File: config.mk
export PLATFORM = sky130hd
export DESIGN_NAME = reset_sequencer
export DESIGN_NICKNAME = d
export VERILOG_FILES = /design/src/rtl/reset_seq_pkg.sv /design/src/rtl/sync_bit.sv /design/src/rtl/reset_sequencer.sv
export SDC_FILE = /design/constraint.sdc
export NUM_CORES = 1
export LEC_CHECK = 0
export CAP_MARGIN = 10
export CORE_UTILIZATION = 26
export DETAILED_ROUTE_END_ITERATION = 8
export RECOVER_POWER = 50
export SETUP_SLACK_MARGIN = 0.02
export SYNTH_ARGS = -nofsm -noshare
export SYNTH_HDL_FRONTEND = slang
export SYNTH_HIERARCHICAL = 1
export SYNTH_SLANG_ARGS = --single-unit
File: constraint.sdc
create_clock -name clk_input -period 5.9 [get_ports clk_input]
set_input_delay 1.18 -clock clk_input [delete_from_list [all_inputs] [get_ports clk_input]]
set_output_delay 1.18 -clock clk_input [all_outputs]
set_load 0.01 [all_outputs]
File: src/rtl/reset_seq_pkg.sv
// Shared encodings for the reset sequencer: FSM state values and loss-counter width.
package reset_seq_pkg;

   typedef enum logic [1:0] {
      ST_HOLD      = 2'd0,
      ST_WAIT_LOCK = 2'd1,
      ST_RELEASE   = 2'd2,
      ST_RUN       = 2'd3
   } seq_state_e;

   localparam int LOSS_CNT_W = 8;

endpackage

File: src/rtl/sync_bit.sv
// Single-bit flop-chain synchroniser; all stages clear to 0 on reset.
module sync_bit #(
   parameter int STAGES = 3
) (
   input  logic clk_input,
   input  logic rst_n,
   input  logic d,
   output logic q
);

   logic [STAGES-1:0] chain;

   always_ff @(posedge clk_input or negedge rst_n) begin
      if (!rst_n) chain <= '0;
      else        chain <= {chain[STAGES-2:0], d};
   end

   assign q = chain[STAGES-1];

endmodule

File: src/rtl/reset_sequencer.sv
// Power-up reset sequencer: waits for stable PLL lock, then releases domain resets in order.
//
// state      | meaning
// HOLD       | all domain resets asserted, minimum hold time running
// WAIT_LOCK  | hold done, waiting for LOCK_STABLE good cycles
// RELEASE    | domains released one every GAP_CYCLES
// RUN        | all domains out of reset
module reset_sequencer
   import reset_seq_pkg::*;
#(
   parameter int NUM_LOCKS   = 2,
   parameter int NUM_DOMAINS = 5,
   parameter int SYNC_STAGES = 3,
   parameter int LOCK_STABLE = 1024,
   parameter int HOLD_CYCLES = 16,
   parameter int GAP_CYCLES  = 64,
   parameter int LONG_PRESS  = 500000
) (
   input  logic                   clk_input,
   input  logic                   rst_n_input,
   input  logic [NUM_LOCKS-1:0]   pll_locked,
   input  logic [NUM_LOCKS-1:0]   lock_mask,
   input  logic                   ext_rst_n,
   input  logic                   sw_rst_req,
   input  logic                   lock_lost_clr,
   output logic [NUM_DOMAINS-1:0] rst_n_out,
   output logic                   all_released,
   output logic [1:0]             seq_state,
   output logic                   lock_lost,
   output logic [LOSS_CNT_W-1:0]  lock_loss_cnt
);

   localparam int STABLE_W = $clog2(LOCK_STABLE + 1);
   localparam int PRESS_W  = $clog2(LONG_PRESS + 1);
   localparam int HOLD_W   = $clog2(HOLD_CYCLES + 1);
   localparam int GAP_W    = $clog2(GAP_CYCLES + 1);

   localparam logic [STABLE_W-1:0]   STABLE_MAX = STABLE_W'(LOCK_STABLE);
   localparam logic [PRESS_W-1:0]    PRESS_MAX  = PRESS_W'(LONG_PRESS);
   localparam logic [HOLD_W-1:0]     HOLD_MAX   = HOLD_W'(HOLD_CYCLES);
   localparam logic [GAP_W-1:0]      GAP_MAX    = GAP_W'(GAP_CYCLES);
   localparam logic [LOSS_CNT_W-1:0] LOSS_MAX   = '1;

   logic                   rst_n_sync;
   logic [NUM_LOCKS-1:0]   pll_sync;
   logic                   ext_sync;
   logic                   locks_ok;
   logic                   lock_stable;
   logic                   press_evt;
   logic                   abort;
   logic                   loss_evt;
   logic [STABLE_W-1:0]    stable_cnt;
   logic [PRESS_W-1:0]     press_cnt;
   logic [HOLD_W-1:0]      hold_cnt;
   logic [GAP_W-1:0]       gap_cnt, gap_d;
   logic [NUM_DOMAINS-1:0] rst_q, rst_d;
   seq_state_e             state_q, state_d;

   sync_bit #(.STAGES(2)) u_rst_sync (
      .clk_input(clk_input), .rst_n(rst_n_input), .d(1'b1), .q(rst_n_sync)
   );

   for (genvar i = 0; i < NUM_LOCKS; i++) begin : g_pll_sync
      sync_bit #(.STAGES(SYNC_STAGES)) u_pll_sync (
         .clk_input(clk_input), .rst_n(rst_n_sync), .d(pll_locked[i]), .q(pll_sync[i])
      );
   end

   sync_bit #(.STAGES(SYNC_STAGES)) u_ext_sync (
      .clk_input(clk_input), .rst_n(rst_n_sync), .d(ext_rst_n), .q(ext_sync)
   );

   assign locks_ok    = &(pll_sync | lock_mask);
   assign lock_stable = (stable_cnt == STABLE_MAX);
   // Fires on the cycle the press count steps onto its limit, so it pulses exactly once per press.
   assign press_evt   = !ext_sync && (press_cnt == PRESS_MAX - 1'b1);
   assign abort       = sw_rst_req || press_evt || !locks_ok;
   assign loss_evt    = (state_q == ST_RUN) && !locks_ok;

   always_ff @(posedge clk_input or negedge rst_n_sync) begin
      if (!rst_n_sync) begin
         stable_cnt <= '0;
         press_cnt  <= '0;
         hold_cnt   <= '0;
      end else begin
         if (!locks_ok)                  stable_cnt <= '0;
         else if (stable_cnt != STABLE_MAX) stable_cnt <= stable_cnt + 1'b1;

         if (ext_sync)                   press_cnt <= '0;
         else if (press_cnt != PRESS_MAX) press_cnt <= press_cnt + 1'b1;

         if (state_q != ST_HOLD)         hold_cnt <= '0;
         else if (hold_cnt != HOLD_MAX)  hold_cnt <= hold_cnt + 1'b1;
      end
   end

   always_ff @(posedge clk_input or negedge rst_n_sync) begin
      if (!rst_n_sync) begin
         state_q <= ST_HOLD;
         rst_q   <= '0;
         gap_cnt <= '0;
      end else begin
         state_q <= state_d;
         rst_q   <= rst_d;
         gap_cnt <= gap_d;
      end
   end

   always_comb begin
      state_d = state_q;
      rst_d   = rst_q;
      gap_d   = gap_cnt;
      case (state_q)
         ST_HOLD: begin
            rst_d = '0;
            gap_d = '0;
            if (hold_cnt == HOLD_MAX && press_cnt < PRESS_MAX) state_d = ST_WAIT_LOCK;
         end
         ST_WAIT_LOCK: begin
            if (abort) begin
               state_d = ST_HOLD;
               rst_d   = '0;
            end else if (lock_stable) begin
               rst_d   = NUM_DOMAINS'(1);
               gap_d   = GAP_MAX;
               state_d = (NUM_DOMAINS == 1) ? ST_RUN : ST_RELEASE;
            end
         end
         ST_RELEASE: begin
            if (abort) begin
               state_d = ST_HOLD;
               rst_d   = '0;
               gap_d   = '0;
            end else if (gap_cnt == GAP_W'(1)) begin
               // Thermometer shift releases the next domain; RUN coincides with the last one.
               rst_d = (rst_q << 1) | NUM_DOMAINS'(1);
               gap_d = GAP_MAX;
               if (rst_d[NUM_DOMAINS-1]) state_d = ST_RUN;
            end else begin
               gap_d = gap_cnt - 1'b1;
            end
         end
         ST_RUN: begin
            if (abort) begin
               state_d = ST_HOLD;
               rst_d   = '0;
            end
         end
         default: begin
            state_d = ST_HOLD;
            rst_d   = '0;
         end
      endcase
   end

   // A loss coinciding with a clear wins, leaving a count of one.
   always_ff @(posedge clk_input or negedge rst_n_sync) begin
      if (!rst_n_sync) begin
         lock_lost     <= 1'b0;
         lock_loss_cnt <= '0;
      end else if (loss_evt) begin
         lock_lost <= 1'b1;
         if (lock_lost_clr)                lock_loss_cnt <= LOSS_CNT_W'(1);
         else if (lock_loss_cnt != LOSS_MAX) lock_loss_cnt <= lock_loss_cnt + 1'b1;
      end else if (lock_lost_clr) begin
         lock_lost     <= 1'b0;
         lock_loss_cnt <= '0;
      end
   end

   assign rst_n_out    = rst_q;
   assign all_released = (state_q == ST_RUN);
   assign seq_state    = state_q;

endmodule

# Word-level counts from Yosys, hierarchy flattened
# Cells that the tools add are included.
dict set report totals {
  wordCells 88
  regBits 69
  inputBits 9
  out_inout_bits 17
}
dict set report op_classes {
  magnitude_cmp 1
  n_mux 31
  n_eq_ne 19
  n_addsub 5
  n_reduce_logical 19
  bitwise 1
}
# cell n
set op_table {}
lappend op_table {{$mux 19} 2}
lappend op_table {{$mux 5} 7}
lappend op_table {{$mux 8} 4}
lappend op_table {{$mux 7} 4}
lappend op_table {{$mux 11} 2}
lappend op_table {{$pmux 7 s3} 1}
lappend op_table {{$pmux 5 s4} 1}
lappend op_table {{$add 19x1->19 const B} 1}
lappend op_table {{$eq 19x19->1 const B} 1}
lappend op_table {{$lt 19x19->1 const B} 1}
lappend op_table {{$ne 19x19->1 const B} 1}
lappend op_table {{$mux 2} 7}
lappend op_table {{$add 11x1->11 const B} 1}
lappend op_table {{$eq 11x11->1 const B} 1}
lappend op_table {{$ne 11x11->1 const B} 1}
lappend op_table {{$reduce_bool 2->1} 5}
lappend op_table {{$ne 3x3->1 const B} 3}
lappend op_table {{$add 8x1->8 const B} 1}
lappend op_table {{$ne 8x8->1 const B} 1}
lappend op_table {{$pmux 2 s4} 1}
lappend op_table {{$eq 7x1->1 const B} 1}
lappend op_table {{$sub 7x1->7 const B} 1}
lappend op_table {{$ne 2x2->1 const B} 3}
lappend op_table {{$reduce_and 3->1} 2}
lappend op_table {{15 further kinds} 23}

# Longest topological paths before layout
# Gate-level depths: netlist (run 1).
dict set report depth {
  word_depth 6
  ltp_mapped 7
  mapped_depth_nobuf 7
}

# By module
# Netlist (run 1), hierarchy kept.
# module area_per_inst_um2 cells_each instances seq_area_each_um2
set by_module_without_submodules {}
lappend by_module_without_submodules {reset_sequencer 3215.6 333 1 1451.4}
lappend by_module_without_submodules {{sync_bit at g_pll_sync[0].u_pll_sync ...} 75.1 3 3 75.1}
lappend by_module_without_submodules {{sync_bit at u_rst_sync} 50.0 2 1 50.0}

# Least setup slack after synthesis (run 1)
# OpenSTA, ideal clock, no wires.
dict set report synth_path {
  path_kind {input-to-reg}
  start {in lock_mask[0]}
  end {reg lock_loss_cnt[6]}
  n_path_buf 1
  setup_ns 0.130
  arrival_ns 2.264
  path_slack_ns 3.506
  stages 6
  required_ns 5.770
  cell_sequence {o22ai_1 -> and2_1 -> clkbuf_1 -> and4_1 -> xnor2_1 -> nor2_1}
}
dict set report synth_between {
  elab_chain_cells 6
  elab_cells_between_ends 7
  cone_classes {mux: 1; bitwise: 1; reduce/logical: 5}
}
# element line_no
set synth_rtl {}
lappend synth_rtl {{start: declaration} reset_sequencer.sv:22} ;# input logic [NUM_LOCKS-1:0] lock_mask,
lappend synth_rtl {{$or 2x2->2 *} reset_sequencer.sv:73} ;# assign locks_ok = &(pll_sync | lock_mask);
lappend synth_rtl {{$reduce_and 2->1 *} reset_sequencer.sv:73}
lappend synth_rtl {{$logic_not 1->1 *} -}
lappend synth_rtl {{$logic_and 1x1->1 *} reset_sequencer.sv:78} ;# assign loss_evt = (state_q == ST_RUN) && !locks_ok;
lappend synth_rtl {{$reduce_bool 2->1 (no source line)} -}
lappend synth_rtl {{$reduce_and 2->1 (no source line)} -}
lappend synth_rtl {{end signal: assignment} reset_sequencer.sv:164} ;# else if (lock_loss_cnt != LOSS_MAX) lock_loss_cnt <= lock_loss_cnt + 1'b1;
lappend synth_rtl {{end: declaration} reset_sequencer.sv:30} ;# output logic [LOSS_CNT_W-1:0] lock_loss_cnt
# Mark *: on every way between the ends. The rest lies on a longest branch, timed or not.
# A chain may end at the register's enable or synchronous reset.

# Final worst setup path (run 1)
dict set report layout_path {
  start {in seq_state[0]}
  end {out all_released}
}
dict set report layout_between {
  elab_chain_cells 1
}
# element line_no
set layout_rtl {}
lappend layout_rtl {{start: declaration} reset_sequencer.sv:28} ;# output logic [1:0] seq_state,
lappend layout_rtl {{$eq 2x2->1} reset_sequencer.sv:172} ;# assign all_released = (state_q == ST_RUN);
lappend layout_rtl {{end: declaration} reset_sequencer.sv:27} ;# output logic all_released,
# No other way between the ends.

==> results of run 1 <==
## where the power goes
group | leakage, nW | total (W) | switching [W] | internal [W]
Sequential | 0.926 | 0.000551 | 0.0000428 | 0.000508
Clock | 0.153 | 0.000564 | 0.000196 | 0.000368
Combinational | 0.723 | 0.000287 | 0.000153 | 0.000134
Total | 1.80 | 0.00140 | 0.000392 | 0.00101
## logic make-up (layout without fill, tap and decap cells)
kind of cell	after synthesis	after routing	share of synthesized area
and+or+nand+nor	150	150	0.233
DFF	69	69	0.495
other	1	1	0.00107
muxes	5	5	0.0147
AOI/OAI and AO/OA	41	41	0.0849
xor gates and xnor gates	36	36	0.0903
adders and majority gates	14	14	0.0502
buffers and inverters	28	62	0.0308
## synthesized netlist by cell type, types with 2 or more instances
cell	n	area, um2
a21oi_1	9	45.0
a22o_1	5	43.8
a31oi_1	2	12.5
and2_1	7	43.8
and2_4	2	17.5
and3_1	8	50.1
and4_1	5	43.8
buf_1	3	11.3
buf_2	2	10.0
clkbuf_1	4	15.0
dfrtp_1	69	1730
ha_1	14	175
inv_1	19	71.3
mux2i_1	4	40.0
nand2_1	19	71.3
nand2b_1	3	18.8
nand3_1	29	145
nand3b_1	3	22.5
nand4_1	8	50.1
nor2_1	40	150
nor2b_1	3	18.8
nor3_1	7	35.0
nor4_1	3	18.8
nor4_2	3	37.5
o211ai_1	3	22.5
o21ai_0	5	25.0
o22ai_1	2	12.5
o2bb2ai_1	2	17.5
o31ai_1	2	15.0
or2_2	2	12.5
or3_1	3	18.8
xnor2_1	19	166
xor2_1	17	149
## worst max-delay path: cells and delay by family (launching register included)
| family | cells | cell delay, ns |
|---|---|---|
| adders and majority gates | 1 | 0.31 |
| buffers and inverters | 1 | 0.59 |
| DFF | 1 | 0.46 |
## stage by stage
step,instances,utilization
final,550,0.330
after global routing,550,0.330
after CTS,550,0.330
after detailed placement,534,0.306
after global placement,534,0.306
after floorplan,344,-
## layer usage
metal,global-route usage,routed length [um],vias to the layer above
li1,-,-,1259
met4,0.0457,112,0
met1,0.134,3380,1207
met3,0.0281,185,7
met5,0,0,-
met2,0.162,3090,27
## layout make-up
cell class | instances | area (um2) | share of cell area
flip-flops and latches | 69 | 1730 | 0.407
multi-input cells | 247 | 1660 | 0.390
repair buffers | 27 | 265 | 0.0625
clock buffers | 11 | 233 | 0.0548
well taps | 172 | 215 | 0.0507
clock inverters | 5 | 75.1 | 0.0177
inverters | 19 | 71.3 | 0.0168
## layout by cell type, fill, tap and decap left out, types with 2 or more instances in the layout
cell type	count
o211ai_1	3
a31oi_1	2
o2bb2ai_1	2
or3_1	3
xnor2_1	19
nor2b_1	3
nand3b_1	3
nand4_1	8
o21ai_0	5
ha_1	14
nor4_1	3
or2_2	2
mux2i_1	4
nor4_2	3
and4_1	5
nand2_1	19
dfrtp_1	68
buf_4	2
clkbuf_16	9
bufinv_16	2
nand3_1	29
clkinv_2	3
and3_1	8
inv_1	19
and2_4	2
nor3_1	7
nand2b_1	3
o31ai_1	2
nor2_1	40
xor2_1	17
o22ai_1	2
a22o_1	5
and2_1	7
a21oi_1	9
clkdlybuf4s50_1	24
clkbuf_1	2
## flip-flops by register name, summed over array words and instances (netlist names)
register / cells
gap_cnt: 7
rst_n_out: 5
u_ext_sync/chain: 3
press_cnt: 19
hold_cnt: 5
stable_cnt: 11
lock_lost: 1
lock_loss_cnt: 8
g_pll_sync.u_pll_sync/chain: 6
u_rst_sync/chain: 2
seq_state: 2
## worst max-delay path by stage
stage / from / end / slack, ns / depth (start not counted)
after floorplan: lock_mask[0] / lock_loss_cnt[6]$_DFFE_PN0P_ / 3.51 / 6
after global placement: lock_mask[0] / rst_n_out[3]$_DFFE_PN0P_ / 2.90 / 7
after detailed placement: lock_mask[0] / rst_n_out[4]$_DFFE_PN0P_ / 2.87 / 7
after CTS: seq_state[0]$_DFFE_PN0P_ / all_released / 2.99 / 2
after global routing: seq_state[0]$_DFFE_PN0P_ / all_released / 2.97 / 2
final: seq_state[0]$_DFFE_PN0P_ / all_released / 3.04 / 2
==> impl_metrics.tcl, run 1 <==
set metrics [dict create \
    rrSetupSlack_ns 3.84 \
    async_flop_share 1.00 \
    drive_above_1_share 0.0767 \
    grt-ovfl-total 0 \
    place_ws_ns 2.87 \
    rsz0062_at_grt "false" \
    worstSetupPathType "flip-flop to output pin" \
    syn_nets 367 \
    drtIter0Drc 200 \
    required_ns 4.72 \
    cts_buffers 9 \
    hold_viol 0 \
    chipWidth_um 118 \
    synth_flop_cell "dfrtp_1" \
    drtAntennaViolNets 0 \
    min_path_type "flip-flop to flip-flop" \
    hold_start "g_pll_sync[0].u_pll_sync/chain[1]$_DFF_PN0_" \
    cts_tree "yes" \
    min_to "g_pll_sync[0].u_pll_sync/chain[2]$_DFF_PN0_" \
    die_h_um 118 \
    initial_core_util 0.271 \
    slew_violations 0 \
    die_area_um2 13900 \
    finalPower_w 0.00140 \
    r2r-start "press_cnt[0]$_DFFE_PN0P_" \
    post_cts_buffers 0 \
    synthCells 344 \
    final-setup-viol-count 0 \
    fin_hold_ws_ns 0.348 \
    first_global_vias 2411 \
    p_leak_nw 1.80 \
    fin_nets 396 \
    synth_edf_count 0 \
    port_buffers 25 \
    fin_ws_ns 3.04 \
    peakVddDrop_mv 0.161 \
    place_congestion 0.769 \
    worstSetupStartpointType "flip-flop" \
    worst-path-max-fanout 5 \
    antenna_found_initial 0 \
    period_minus_slack_ns 2.86 \
    outcome "completed" \
    fill_cells 1291 \
    dp_hpwl_um 4720 \
    finalSetupTns_ns 0 \
    drc 0 \
    vias 2500 \
    crit_path_end_kind "output pin" \
    via_per_inst 4.55 \
    path_clk_slew_ns 0.06 \
    post_cts_resized 0 \
    areaGrowthSynthToFinish_pct 21.6 \
    crit_chain "ha_1 -> clkdlybuf4s50_1" \
    top_level_ports 26 \
    hold_depth 0 \
    wl_per_cell_um 12.3 \
    root_buffer "clkbuf_16" \
    yosysWarnings 6 \
    routed_wl_um 6760 \
    clock_sinks 69 \
    synth_cell_type_count 51 \
    drv_cap 0 \
    tightest_slew_ns 0.833 \
    slowest_stage "clkdlybuf4s50_1" \
    cts_max_path_buffers 2 \
    arrival_ns 1.68 \
    r2r-end "seq_state[1]$_DFFE_PN0P_" \
    grt_usage 0.104 \
    slew_headroom 0.445 \
    core_area_um2 12900 \
    fin_skew_ns 0.00454 \
    ys_seq_area_frac 0.495 \
    grt_max_degree 68 \
    grt_pass1_wl_um 11600 \
    power_density_nw_per_um2 330 \
    max_freq_ghz 0.349 \
    worst_skew_pair.late_latency_ns 0.33 \
    place_area_um2 3940 \
    cts-htree-levels 3 \
    rows 41 \
    insertedDiodeCount 0 \
    synth.avg_cell_area_um2 10.1 \
    synth_area_um2 3490 \
    final_area_um2 4240 \
    ctsHoldBuffers 0 \
    ys_seq_elements 69 \
    period_share 0.485 \
    dr.pass1.iters 4 \
    rr_worst_depth 6 \
    max_stage_delay_ns 0.59 \
]
No activity file was read; power rests on OpenSTA's default activity.
==> run 2, diff against run 1 <==
clock period = 2.6 ns   (was 5.9 ns; I/O delays follow)
==> run 2 against run 1 <==
Against the previous run:
- via count grew 0.56%
- sequential share of layout area is essentially flat
- first-iteration DRC count shrank 46%
- die area is the same
- clock skew grew 0.0015 ns
- sequential cell count is the same
- core utilization is essentially flat
- sequential power grew 130%
- register-to-register slack lost 3.3 ns
- largest cell class unchanged
- the flow now finishes with violations (max-capacitance violations, max-slew violations)
==> impl_metrics.tcl, run 2 (same netlist as run 1, synthesis figures left out) <==
set metrics [dict create \
    outcome "finished with violations" \
    violations "max-capacitance violations, max-slew violations" \
    fin_nets 397 \
    cts_tree "yes" \
    final_area_um2 4250 \
    period_minus_slack_ns 2.23 \
    tightest_slew_ns 1.65 \
    first_global_vias 2482 \
    chipWidth_um 118 \
    arrival_ns 1.71 \
    post_cts_buffers 0 \
    critical-path-top-delay-family "buffers and inverters" \
    fill_cells 1292 \
    final_common_cell "dfrtp_1" \
    root_buffer "clkbuf_16" \
    port_buffers 25 \
    cts-htree-levels 3 \
    post_cts_resized 0 \
    place_congestion 0.782 \
    peakVddDrop_mv 0.333 \
    crit_chain "ha_1 -> clkdlybuf4s50_1" \
    place_ws_ns 0.294 \
    cts_buffers 9 \
    fin_cells 551 \
    slew_headroom -0.0999 \
    max_freq_ghz 0.448 \
    grt-ovfl-total 0 \
    final-setup-viol-count 0 \
    dp_hpwl_um 4800 \
    insertedDiodeCount 0 \
    grt_pass1_wl_um 12000 \
    required_ns 2.08 \
    dr.pass1.iters 4 \
    core_area_um2 12900 \
    worst-path-max-fanout 6 \
    fin_ws_ns 0.370 \
    cts_max_path_buffers 2 \
    p_leak_nw 1.81 \
    drive_above_1_share 0.0792 \
    place_area_um2 3940 \
    via_per_inst 4.56 \
    worstSetupPathType "flip-flop to output pin" \
    fin_skew_ns 0.00604 \
    drtAntennaViolNets 0 \
    grt_usage 0.108 \
    place_inst 535 \
    hold_viol 0 \
    path_clk_slew_ns 0.05 \
    ctsHoldBuffers 0 \
    final_cell_mix "68 x dfrtp_1, 40 x nor2_1, 29 x nand3_1" \
    crit_path_end_kind "output pin" \
    drc 0 \
    initial_core_util 0.271 \
    die_h_um 118 \
    routed_wl_um 6830 \
    antenna_found_initial 0 \
    vias 2514 \
    finalSetupTns_ns 0 \
    critPathBufInv 1 \
    biggestRegsByFlops "press_cnt x19, stable_cnt x11, lock_loss_cnt x8" \
    slowest_stage "clkdlybuf4s50_1" \
    worstSetupStartpointType "flip-flop" \
    wl_per_cell_um 12.4 \
    largest_reg_flops 19 \
    period_share 0.858 \
    power_density_nw_per_um2 748 \
    drv_cap 1 \
    top_level_ports 26 \
    max_stage_delay_ns 0.59 \
    drtIter0Drc 109 \
    min_path_type "flip-flop to flip-flop" \
    worst_skew_pair.late_latency_ns 0.33 \
    die_area_um2 13900 \
    rows 41 \
    rsz0062_at_grt "false" \
    clock_sinks 69 \
    largest_register "press_cnt" \
    grt_max_degree 68 \
    slew_violations 68 \
    areaGrowthSynthToFinish_pct 21.7 \
]
==> run 2: cell types whose count changed in the layout (fill, tap and decap cells not counted), sizes merged <==
cell | before | now
clkbuf | 11 | 12
clkdlybuf4s50 | 24 | 21
dlygate4sd3 | 1 | 4
==> run 2: cell type report <==
type | instances | area, um2 | share of cell area
Clock buffer | 11 | 233 | 0.0548
Clock inverter | 5 | 75.1 | 0.0177
Inverter | 19 | 71.3 | 0.0168
Multi-Input combinational cell | 247 | 1660 | 0.390
Sequential cell | 69 | 1730 | 0.407
Tap cell | 172 | 215 | 0.0506
Timing Repair Buffer | 28 | 270 | 0.0636
==> run 2: stage by stage <==
step,util,total power [W],hold slack (ns)
CTS,0.330,0.00323,0.335
global route,0.330,0.00336,0.351
floorplan,-,0.00172,0.224
global placement,0.306,0.00191,0.332
detailed placement,0.306,0.00193,0.335
finish,0.330,0.00318,0.344
==> run 2: final timing paths <==
| kind | from | endpoint | slack (ns) | depth (start not counted) |
|---|---|---|---|---|
| max | seq_state[1]$_DFFE_PN0P_ | all_released | 0.37 | 2 |
| min | u_ext_sync/chain[0]$_DFF_PN0_ | u_ext_sync/chain[1]$_DFF_PN0_ | 0.34 | 0 |
| max reg2reg | stable_cnt[3]$_DFFE_PN0P_ | seq_state[1]$_DFFE_PN0P_ | 0.51 | 5 |
| min reg2reg | u_ext_sync/chain[0]$_DFF_PN0_ | u_ext_sync/chain[1]$_DFF_PN0_ | 0.34 | 0 |
| max in group asynchronous | u_rst_sync/chain[1]$_DFF_PN0_ | gap_cnt[5]$_DFFE_PN0P_ | 0.86 | 1 |
| min in group asynchronous | rst_n_input | u_rst_sync/chain[0]$_DFF_PN0_ | 0.42 | 1 |
==> run 2: power by group <==
part	internal [W]	switching (W)
Clock	0.000834	0.000437
Sequential	0.00115	0.0000912
Combinational	0.000305	0.000359
==> run 2: worst reg2reg max path: cells and delay by family, from the launching register on <==
| family | cells | cell delay (ns) |
|---|---|---|
| DFF | 1 | 0.42 |
| AOI/OAI and AO/OA | 2 | 0.62 |
| muxes | 1 | 0.32 |
| and+or+nand+nor | 2 | 0.61 |
==> run 2: layer usage <==
layer	wire length, um	share of wire	vias to the layer above	global-route usage
met5	0	0	-	0
met4	113	0.017	0	0.0481
met3	243	0.036	10	0.0291
met2	3160	0.46	35	0.166
met1	3320	0.49	1210	0.140
li1	-	-	1259	-
==> run 3, diff against run 2 <==
CORE_UTILIZATION = 35   (was 26)
SKIP_LAST_GASP = 1   (was default)
==> run 3 against run 2 <==
Against the previous run:
- the run now ends clean
- die area decreased by 25%
- highest routed layer unchanged
- sequential power hardly changed
- largest cell class unchanged
- critical path depth did not move
- maximum frequency up 1.0%
- clock power down 31%
- largest power group is now registers
- sequential cell count did not move
- core utilization increased by 9.0 points
- setup slack better by 0.023 ns
- worst hold slack worse by 0.17 ns
- combinational power down 0.8%
- clock skew rose by 0.0070 ns
- power shrank 12%
==> impl_metrics.tcl, run 3 (same netlist as run 1, synthesis figures left out) <==
set metrics [dict create \
    outcome "completed" \
    top_level_ports 26 \
    post_cts_resized 0 \
    via_per_inst 4.93 \
    largest_register "press_cnt" \
    peakVddDrop_mv 0.280 \
    initial_core_util 0.359 \
    antenna_found_initial 0 \
    worst-path-max-fanout 6 \
    rsz0062_at_grt "false" \
    path_clk_slew_ns 0.08 \
    drtAntennaViolNets 0 \
    dr.pass1.iters 4 \
    place_inst 496 \
    die_area_um2 10400 \
    grt_usage 0.155 \
    worstSetupPathType "flip-flop to output pin" \
    ctsHoldBuffers 0 \
    crit_path_end_kind "output pin" \
    rows 36 \
    clock_sinks 69 \
    worstSetupStartpointType "flip-flop" \
    fin_cells 512 \
    slew_headroom 0.0751 \
    cts_buffers 9 \
    fin_hold_ws_ns 0.177 \
    drv_cap 0 \
    finalSetupTns_ns 0 \
    insertedDiodeCount 0 \
    required_ns 2.08 \
    p_leak_nw 1.75 \
    grt_max_degree 58 \
    port_buffers 25 \
    slew_violations 0 \
    post_cts_buffers 0 \
    min_path_type "flip-flop to async pin" \
    cts_max_path_buffers 2 \
    grt-ovfl-total 0 \
    hold_viol 0 \
    drive_above_1_share 0.0818 \
    vias 2522 \
    tightest_slew_ns 1.39 \
    arrival_ns 1.69 \
    routed_wl_um 6790 \
    power_density_nw_per_um2 680 \
    core_area_um2 9730 \
    wl_per_cell_um 13.3 \
    first_global_vias 2606 \
    max_freq_ghz 0.453 \
    die_h_um 102 \
    biggestRegsByFlops "press_cnt x19, stable_cnt x11, lock_loss_cnt x8" \
    cts_tree "yes" \
    cts-htree-levels 3 \
    final_common_cell "dfrtp_1" \
    grt_pass1_wl_um 12300 \
    place_congestion 0.775 \
    worst_skew_pair.late_latency_ns 0.36 \
    period_minus_slack_ns 2.21 \
    fill_cells 1003 \
    final-setup-viol-count 0 \
    chipWidth_um 102 \
    largest_reg_flops 19 \
    root_buffer "clkbuf_8" \
    drtIter0Drc 153 \
    drc 0 \
    period_share 0.849 \
    final_cell_mix "69 x dfrtp_1, 40 x nor2_1, 29 x nand3_1" \
    dp_hpwl_um 4740 \
    fin_nets 397 \
    areaGrowthSynthToFinish_pct 17.1 \
    fin_skew_ns 0.0131 \
]
run 3: changes by cell type in the layout (fill, tap and decap cells not counted), moves of 2 or more:
cell,previous run,this run
clkbuf_8,0,9
clkbuf_1,2,0
clkinv_4,0,2
clkbuf_16,9,0
run 3: worst max-delay path: stages, from the launching register on:
cell and delay [ns]:
dfrtp_1 0.44, ha_1 0.31, clkdlybuf4s50_1 0.58
run 3: cell type report:
type	count	area [um2]	area share
flip-flops and latches	69	1730	0.422
multi-input cells	247	1660	0.405
clock inverters	7	73.8	0.0181
inverters	19	71.3	0.0174
repair buffers	28	270	0.0661
clock buffers	9	124	0.0303
well taps	133	166	0.0407
run 3: per-layer routing:
layer  track usage  up-vias  wire [um]
met1         0.210     1219       3340
met4        0.0791        0        144
met2         0.235       29       3140
met5             0        -          0
met3        0.0308       11        167
li1              -     1263          -
run 3: stage by stage:
stage               total power, W  worst slack (ns)   util  instance area, um2
detailed placement         0.00193             0.319  0.402                3910
CTS                        0.00282             0.336  0.422                4110
finish                     0.00278             0.393  0.420                4090
global route               0.00295             0.292  0.420                4090
floorplan                  0.00172             0.536      -                3490
global placement           0.00192             0.351  0.402                3910
run 3: path summary, 6_finish.rpt:
check,start,endpoint,slack (ns),cells past startpoint
min in group clk_input,g_pll_sync[1].u_pll_sync/chain[1]$_DFF_PN0_,g_pll_sync[1].u_pll_sync/chain[2]$_DFF_PN0_,0.35,0
hold reg to reg,u_rst_sync/chain[1]$_DFF_PN0_,g_pll_sync[0].u_pll_sync/chain[0]$_DFF_PN0_,0.18,0
setup / recovery,seq_state[1]$_DFFE_PN0P_,all_released,0.39,2
setup reg to reg,stable_cnt[3]$_DFFE_PN0P_,seq_state[1]$_DFFE_PN0P_,0.52,5
hold / removal,u_rst_sync/chain[1]$_DFF_PN0_,g_pll_sync[0].u_pll_sync/chain[0]$_DFF_PN0_,0.18,0
max in group asynchronous,u_rst_sync/chain[1]$_DFF_PN0_,seq_state[0]$_DFFE_PN0P_,0.72,1
run 3: where the power goes:
group / switching [W] / internal, W
sequential: 0.0000950 / 0.00115
combinational: 0.000353 / 0.000306
clock: 0.000433 / 0.000446
total: 0.000881 / 0.00190
